[src/rtl/regfile_wb_arbiter.sv]
// regfile_wb_arbiter
// -------------------
// This block shares the single register-file write port between two writeback
// requesters: execute (A) and load (B). It also keeps a busy scoreboard of the
// destination registers that still have loads in flight, and it reports read
// hazards for the rs1/rs2 registers being decoded.
//
// Grant rules:
//   - B has priority.
//   - If A has lost STARVE_LIMIT consecutive cycles, A wins the next grant.
// The accepted write reaches the register file one cycle after acceptance.
//
// Ports:
//   clk, rst                  clock, synchronous active-high reset
//   a_valid/a_rd/a_data       execute writeback request
//   a_ready                   execute request accepted this cycle
//   b_valid/b_rd/b_data       load writeback request
//   b_ready                   load request accepted this cycle
//   ld_issue/ld_rd            load issued; mark ld_rd busy
//   rs1, rs2                  source registers being decoded
//   hazard1, hazard2          rs1/rs2 has a load pending
//   rf_write/rf_rd/rf_data    registered register-file write port
//   err                       sticky: load writeback to a non-busy register
//
// Optional feature, macro WB_FWD_EN:
//   Adds fwd1_valid/fwd1_data and fwd2_valid/fwd2_data. These let decode
//   bypass the write that lands in the register file this cycle.

module regfile_wb_arbiter #(
  parameter int STARVE_LIMIT = 3,
  parameter int XLEN         = 32
) (
  input  logic            clk,
  input  logic            rst,
  input  logic            a_valid,
  input  logic [4:0]      a_rd,
  input  logic [XLEN-1:0] a_data,
  output logic            a_ready,
  input  logic            b_valid,
  input  logic [4:0]      b_rd,
  input  logic [XLEN-1:0] b_data,
  output logic            b_ready,
  input  logic            ld_issue,
  input  logic [4:0]      ld_rd,
  input  logic [4:0]      rs1,
  input  logic [4:0]      rs2,
  output logic            hazard1,
  output logic            hazard2,
  output logic            rf_write,
  output logic [4:0]      rf_rd,
  output logic [XLEN-1:0] rf_data,
  output logic            err
`ifdef WB_FWD_EN
  ,
  output logic            fwd1_valid,
  output logic [XLEN-1:0] fwd1_data,
  output logic            fwd2_valid,
  output logic [XLEN-1:0] fwd2_data
`endif
);

  localparam logic [3:0] LIMIT = 4'(STARVE_LIMIT);

  logic [3:0]      starve_cnt_reg;
  logic [3:0]      starve_cnt_next;
  logic [31:0]     busy_reg;
  logic [31:0]     busy_next;
  logic            rf_write_reg;
  logic [4:0]      rf_rd_reg;
  logic [XLEN-1:0] rf_data_reg;
  logic            err_reg;
  logic            err_next;
  logic            grant_a;
  logic            grant_b;

  // Combinational grant. Nothing is accepted while reset is held, so any
  // request presented during reset is dropped.
  always_comb begin
    grant_a = 1'b0;
    grant_b = 1'b0;
    if (!rst) begin
      if (a_valid && b_valid) begin
        if (starve_cnt_reg == LIMIT) grant_a = 1'b1;
        else                         grant_b = 1'b1;
      end else begin
        grant_a = a_valid;
        grant_b = b_valid;
      end
    end
  end

  assign a_ready = grant_a;
  assign b_ready = grant_b;

  // The starvation counter counts A losses and saturates at the limit.
  // It clears once A is served, or when A stops asking.
  always_comb begin
    starve_cnt_next = starve_cnt_reg;
    if (!a_valid || grant_a)        starve_cnt_next = 4'd0;
    else if (starve_cnt_reg < LIMIT) starve_cnt_next = starve_cnt_reg + 4'd1;
  end

  // Busy scoreboard, one bit per register.
  // A new load issue overrides a same-cycle load writeback to the same
  // register: the newer load is still outstanding. Bit 0 is tied low.
  genvar gi;
  generate
    for (gi = 0; gi < 32; gi++) begin : g_busy
      if (gi == 0) begin : g_zero
        assign busy_next[gi] = 1'b0;
      end else begin : g_bit
        assign busy_next[gi] = (ld_issue && (ld_rd == 5'(gi))) ? 1'b1 :
                               (grant_b  && (b_rd  == 5'(gi))) ? 1'b0 :
                               busy_reg[gi];
      end
    end
  endgenerate

  // A load writeback is only legal for a register the scoreboard says is busy.
  assign err_next = err_reg | (grant_b && (b_rd != 5'd0) && !busy_reg[b_rd]);

  always_ff @(posedge clk) begin
    if (rst) begin
      rf_write_reg   <= 1'b0;
      rf_rd_reg      <= 5'd0;
      rf_data_reg    <= '0;
      busy_reg       <= '0;
      starve_cnt_reg <= 4'd0;
      err_reg        <= 1'b0;
    end else begin
      busy_reg       <= busy_next;
      starve_cnt_reg <= starve_cnt_next;
      err_reg        <= err_next;
      rf_write_reg   <= 1'b0;
      // A transfer to x0 is accepted but never reaches the register file.
      // In that case the address/data outputs keep their previous values.
      if (grant_a && (a_rd != 5'd0)) begin
        rf_write_reg <= 1'b1;
        rf_rd_reg    <= a_rd;
        rf_data_reg  <= a_data;
      end else if (grant_b && (b_rd != 5'd0)) begin
        rf_write_reg <= 1'b1;
        rf_rd_reg    <= b_rd;
        rf_data_reg  <= b_data;
      end
    end
  end

  assign rf_write = rf_write_reg;
  assign rf_rd    = rf_rd_reg;
  assign rf_data  = rf_data_reg;
  assign err      = err_reg;
  assign hazard1  = busy_reg[rs1];
  assign hazard2  = busy_reg[rs2];

`ifdef WB_FWD_EN
  assign fwd1_valid = rf_write_reg && (rs1 != 5'd0) && (rf_rd_reg == rs1);
  assign fwd1_data  = rf_data_reg;
  assign fwd2_valid = rf_write_reg && (rs2 != 5'd0) && (rf_rd_reg == rs2);
  assign fwd2_data  = rf_data_reg;
`endif

endmodule
[config.mk]
export PLATFORM = sky130hd
export DESIGN_NAME = regfile_wb_arbiter
export DESIGN_NICKNAME = d
export VERILOG_FILES = /design/src/rtl/regfile_wb_arbiter.sv
export SDC_FILE = /design/constraint.sdc
export NUM_CORES = 1
export LEC_CHECK = 0
export CAP_MARGIN = 20
export CORE_MARGIN = 2
export CORE_UTILIZATION = 42
export CTS_CLUSTER_SIZE = 25
export DETAILED_ROUTE_END_ITERATION = 8
export HOLD_SLACK_MARGIN = 0.1
export PLACE_DENSITY = 0.77
export SLEW_MARGIN = 10
export SYNTH_ARGS = -nofsm -noshare
export SYNTH_HDL_FRONTEND = slang
export SYNTH_SLANG_ARGS = --single-unit
[constraint.sdc]
create_clock -name clk -period 1.92 [get_ports clk]
set_clock_uncertainty 0.2 [all_clocks]
set_input_delay 0.288 -clock clk [delete_from_list [all_inputs] [get_ports clk]]
set_output_delay 0.288 -clock clk [all_outputs]
set_load 0.1 [all_outputs]
* Word-level counts from Yosys, hierarchy flattened
Index checks and enable logic that the tools add are counted.
** Storage, ports and cells
- Flip-flop bits (word level) :: 75
- Input bits :: 94
- Output and inout bits :: 43
- Word-level logic and storage cells :: 290
** Operators by class
- Add/subtract/negate cells :: 1
- Magnitude comparators :: 4
- Equality and inequality tests :: 63
- Muxes and demuxes :: 80
- Bitwise logic cells :: 1
- Reductions and logical operators :: 104
** Operators with widths (count)
- $eq A5 B5 Y1 const B :: 32
- $eq A5 B4 Y1 const B :: 16
- $mux W1 :: 73
- $logic_and A1 B1 Y1 :: 66
- $mux W32 :: 2
- $reduce_bool A2 Y1 :: 32
- $eq A5 B3 Y1 const B :: 8
- $eq A5 B2 Y1 const B :: 4
- $lt A5 B6 Y1 const B :: 3
- $bmux W1 S5 :: 3
- $eq A5 B1 Y1 const B :: 2
- $mux W5 :: 2
- $reduce_bool A5 Y1 :: 2
- $add A4 B1 Y4 const B :: 1
- $eq A4 B2 Y1 const B :: 1
- $lt A4 B2 Y1 const B :: 1
- $logic_not A1 Y1 :: 2
- $reduce_or A2 Y1 :: 1
- $logic_or A1 B1 Y1 :: 1
- $or A1 B1 Y1 :: 1

* Logic depth before layout (Yosys ltp)
- Depth in word-level cells :: 7
- Depth in mapped cells :: 8
- Mapped depth without buffers :: 6

* Least setup slack after synthesis
Ideal clock, no wire load.
- Path kind :: input-to-output
- Start point :: in rs1[0]
- End point :: out hazard1
- Data arrival time :: 2545 ps
- Required time :: 1432 ps
- Slack :: -1113 ps
- Stages on the path :: 5
- Buffers on the path :: 1
- Cell sequence :: buf_2 -> mux4_2 -> mux4_2 -> inv_1 -> a22oi_1
** Between the ends
- Word-level cells in the longest chain between the ends :: 2
** RTL lines
- start, declared :: RTL line 45 : input logic [4:0] rs1,
- $bmux W1 S5 :: RTL line 153 : assign hazard1 = busy_reg[rs1];
- $mux W1 (implied by the code) :: RTL line 153
- end, declared :: RTL line 47 : output logic hazard1,
Every way passes these cells. The select of a mux whose other input is x is not followed.

* Final worst setup path
- Start point :: reg busy_reg[7]
- End point :: out hazard2
** Between the ends
- Word-level cells in the longest chain between the ends :: 2
** RTL lines
- start, declared :: RTL line 66 : logic [31:0] busy_reg;
- start signal, assigned :: RTL line 131 : busy_reg <= busy_next;
- $bmux W1 S5 :: RTL line 154 : assign hazard2 = busy_reg[rs2];
- $mux W1 (implied by the code) :: RTL line 154
- end, declared :: RTL line 48 : output logic hazard2,
Every way passes these cells. The select of a mux whose other input is x is not followed.

==> flow_metrics.py <==
metrics = {
    "outcome": {
        "status": "finished with violations",
        "violations": "setup timing",
    },
    "cts": {
        "cts_root_buf": "clkbuf_8",
        "clkLatencyLatePin_ps": 370,
        "cts_tree": "yes",
        "cts_buffer_depth": 2,
        "htreeDepth": 3,
        "numClockSinks": 74,
        "cts_made_buffers": 9,
        "clk_pin_slew_worst_paths_ps": 80,
        "hold_buffers": 0,
    },
    "detailed_routing": {
        "vias": 4556,
        "drc": 0,
        "avgRoutedWirePerCell_um": 22.47,
        "routed_wl_um": 17280,
        "drtIter0Drc": 295,
        "first_pass_iters": 6,
        "routed_via_density": 5.925,
        "antenna_left": 0,
    },
    "finish": {
        "final_common_cell": "clkdlybuf4s50_1",
        "largest_reg_flops": 32,
        "layout-drive-gt1-share": 0.3899,
        "diodes": 0,
        "nNetsFinal": 727,
        "layout.cells.non_filler": 769,
        "finish.utilization": 0.7549,
        "layout_common_cells": "86 x clkdlybuf4s50_1, 64 x dfxtp_1, 58 x buf_4, 53 x buf_12, 43 x nand2_1",
        "area_growth_pct": 76.46,
        "fillers": 549,
    },
    "placed_design": {
        "portBuffers": 136,
        "hpwl_um": 10620,
        "gp_congestion": 1.058,
        "pre_cts_ws_ps": -902.0,
        "dp_cells": 729,
    },
    "worst_setup_path": {
        "required_ps": 1430,
        "crit_end": "hazard2",
        "r2r_slack_ps": -330,
        "cp_slowest_cell": "mux4_2",
        "r2r_end": "rf_data[26]",
        "r2r-start": "starve_cnt_reg[0]",
        "startpoint": "busy_reg[7]",
        "cp.arrival_ps": 1990,
        "crit_path_end_kind": "output port",
        "reg2reg_depth": 9,
        "crit_path_cell_trace": "mux4_2 > mux4_2 > inv_2 > a22oi_2 > buf_12",
        "critPathKind": "reg -> out",
        "critPathMaxStageDelay_ps": 480,
        "cp-start-kind": "flop",
        "cp_max_fo": 4,
        "cp_top_family": "multiplexers",
        "crit_top_cell": "mux4_2",
        "worst-path-stages": 5,
        "cp_num_buf_inv": 2,
    },
    "power": {
        "vdd_drop_max_mv": 0.4291,
        "total_power_w": 0.004941,
        "p_per_area_nw_per_um2": 678.9,
        "leakagePower_nw": 2.870,
    },
    "floorplan": {
        "core_area_um2": 9639,
        "die_area_um2": 10630,
        "die_h_um": 103.1,
        "ios": 137,
        "start_util": 0.4278,
        "std_cell_rows": 36,
        "die_w_um": 103.1,
    },
    "synthesis": {
        "yosys_warnings": 0,
        "syn_avg_cell_area_um2": 9.524,
        "synthFlopType": "dfxtp_1",
        "syn_inst": 433,
        "synth_edf_count": 0,
        "synth_top_area_share": 0.3592,
        "ys_seq_area_frac": 0.3592,
        "ys_seq_elements": 74,
        "syn_area_um2": 4124,
        "synth_area_leaders": "dfxtp_1 36%, mux4_2 12%, o221a_1 8.2%, a21oi_2 6.4%, a21oi_1 4.4%",
        "ys_types": 47,
        "netlist.top_cell.by_area": "dfxtp_1",
        "syn-num-nets": 528,
        "async_reset_ff_frac": 0,
    },
    "sta": {
        "setup_violations": 41,
        "finalCritPeriodShare": 1.291,
        "relSlewSlack": 0.6489,
        "whs_ps": 168.0,
        "finalHoldViolCount": 0,
        "drv_slew": 0,
        "timing.final.ws_setup_ps": -557.9,
        "max_slew.worst_pin.slew_ps": 526.7,
        "period_needed_ps": 2478,
        "rsz0062_at_grt": "true",
        "fmax_ghz": 0.4036,
    },
    "global_route": {
        "grt_pass1_wl_um": 26300,
        "grt_pass1_vias": 4702,
        "track_usage": 0.3318,
        "grt_max_degree": 46,
        "grt_overflow": 0,
        "antenna_found_initial": 0,
    },
    "run": {
        "max_cap_viol_count": 0,
    },
    "min_path": {
        "worstHoldPathType": "in -> reg",
    },
}
==> area by class of cell <==
class,count,area [um^2],area share
Inverter,42,161.4,0.02218
Tap cell,133,166.4,0.02287
Multi-Input combinational cell,282,2501,0.3437
Clock buffer,10,127.6,0.01754
Sequential cell,74,1496,0.2056
Timing Repair Buffer,223,2720,0.3738
Clock inverter,5,103.9,0.01427
==> worst register-to-register path, cell delays in order, from the launching register on <==
cell	delay (ps)
dfxtp_2	360
ha_4	130
or3b_4	380
a21bo_4	240
buf_6	120
o21ai_4	170
buf_6	160
buf_12	120
buf_16	110
o221a_1	190
==> routing by layer <==
layer | GRT usage | routed length, um
met1 | 0.3806 | 6241
met2 | 0.5734 | 8649
met3 | 0.07661 | 1646
met4 | 0.1761 | 746
met5 | 0 | 0
==> how the worst min path moves through the flow <==
stage / to / depth (start not counted) / from
after CTS: starve_cnt_reg[0] / 3 / b_valid
after global placement: starve_cnt_reg[1] / 2 / starve_cnt_reg[1]
after global routing: starve_cnt_reg[0] / 3 / b_valid
after floorplan: rf_rd[2] / 2 / a_rd[2]
final: starve_cnt_reg[0] / 3 / b_valid
after detailed placement: busy_reg[20] / 2 / busy_reg[20]
==> logic make-up (layout without fill, tap and decap cells) <==
logic type / Yosys count / count (layout) / share of synthesized area
mux: 31 / 31 / 0.1435
simple gates: 95 / 95 / 0.1107
xor+xnor: 1 / 1 / 0.002124
compound gates: 154 / 154 / 0.2946
flops: 74 / 74 / 0.3592
buf+inv: 77 / 280 / 0.08677
fa+ha+maj: 1 / 1 / 0.003033
==> power by group <==
part / internal [W] / leakage [nW] / switching (W)
Combinational: 0.000756 / 2.14 / 0.000964
Sequential: 0.00161 / 0.611 / 0.0000965
Clock: 0.000858 / 0.116 / 0.000653
Total: 0.00323 / 2.87 / 0.00171
==> metrics by stage <==
step / instance area [um^2] / setup TNS (ps)
finish: 7277 / -9858
global route: 7277 / -12190
CTS: 7327 / -11880
detailed placement: 6477 / -24780
global placement: 6477 / -20980
floorplan: 4260 / -13980
==> what timing repair did <==
| action | 4_1_cts | 5_1_grt |
|---|---|---|
| setup endpoints to repair | 42 | 52 |
| buffers inserted | 19 | 3 |
| endpoints found under the hold margin | 0 | 0 |
| cloned | 10 | 0 |
| resized for setup | 57 | 25 |
| pin swaps | 23 | 13 |
==> cell usage after synthesis, drive strengths merged (4+ instances only) <==
| cell | count |
|---|---|
| buf | 24 |
| mux4 | 22 |
| nand2b | 10 |
| a21oi | 66 |
| o31ai | 16 |
| clkbuf | 11 |
| o21ai | 17 |
| mux2 | 5 |
| inv | 42 |
| nand2 | 46 |
| dfxtp | 74 |
| nor2 | 12 |
| nor2b | 7 |
| nand4 | 4 |
| o221a | 35 |
| nor3 | 4 |
| mux2i | 4 |
No activity file was read; power rests on OpenSTA's default activity.
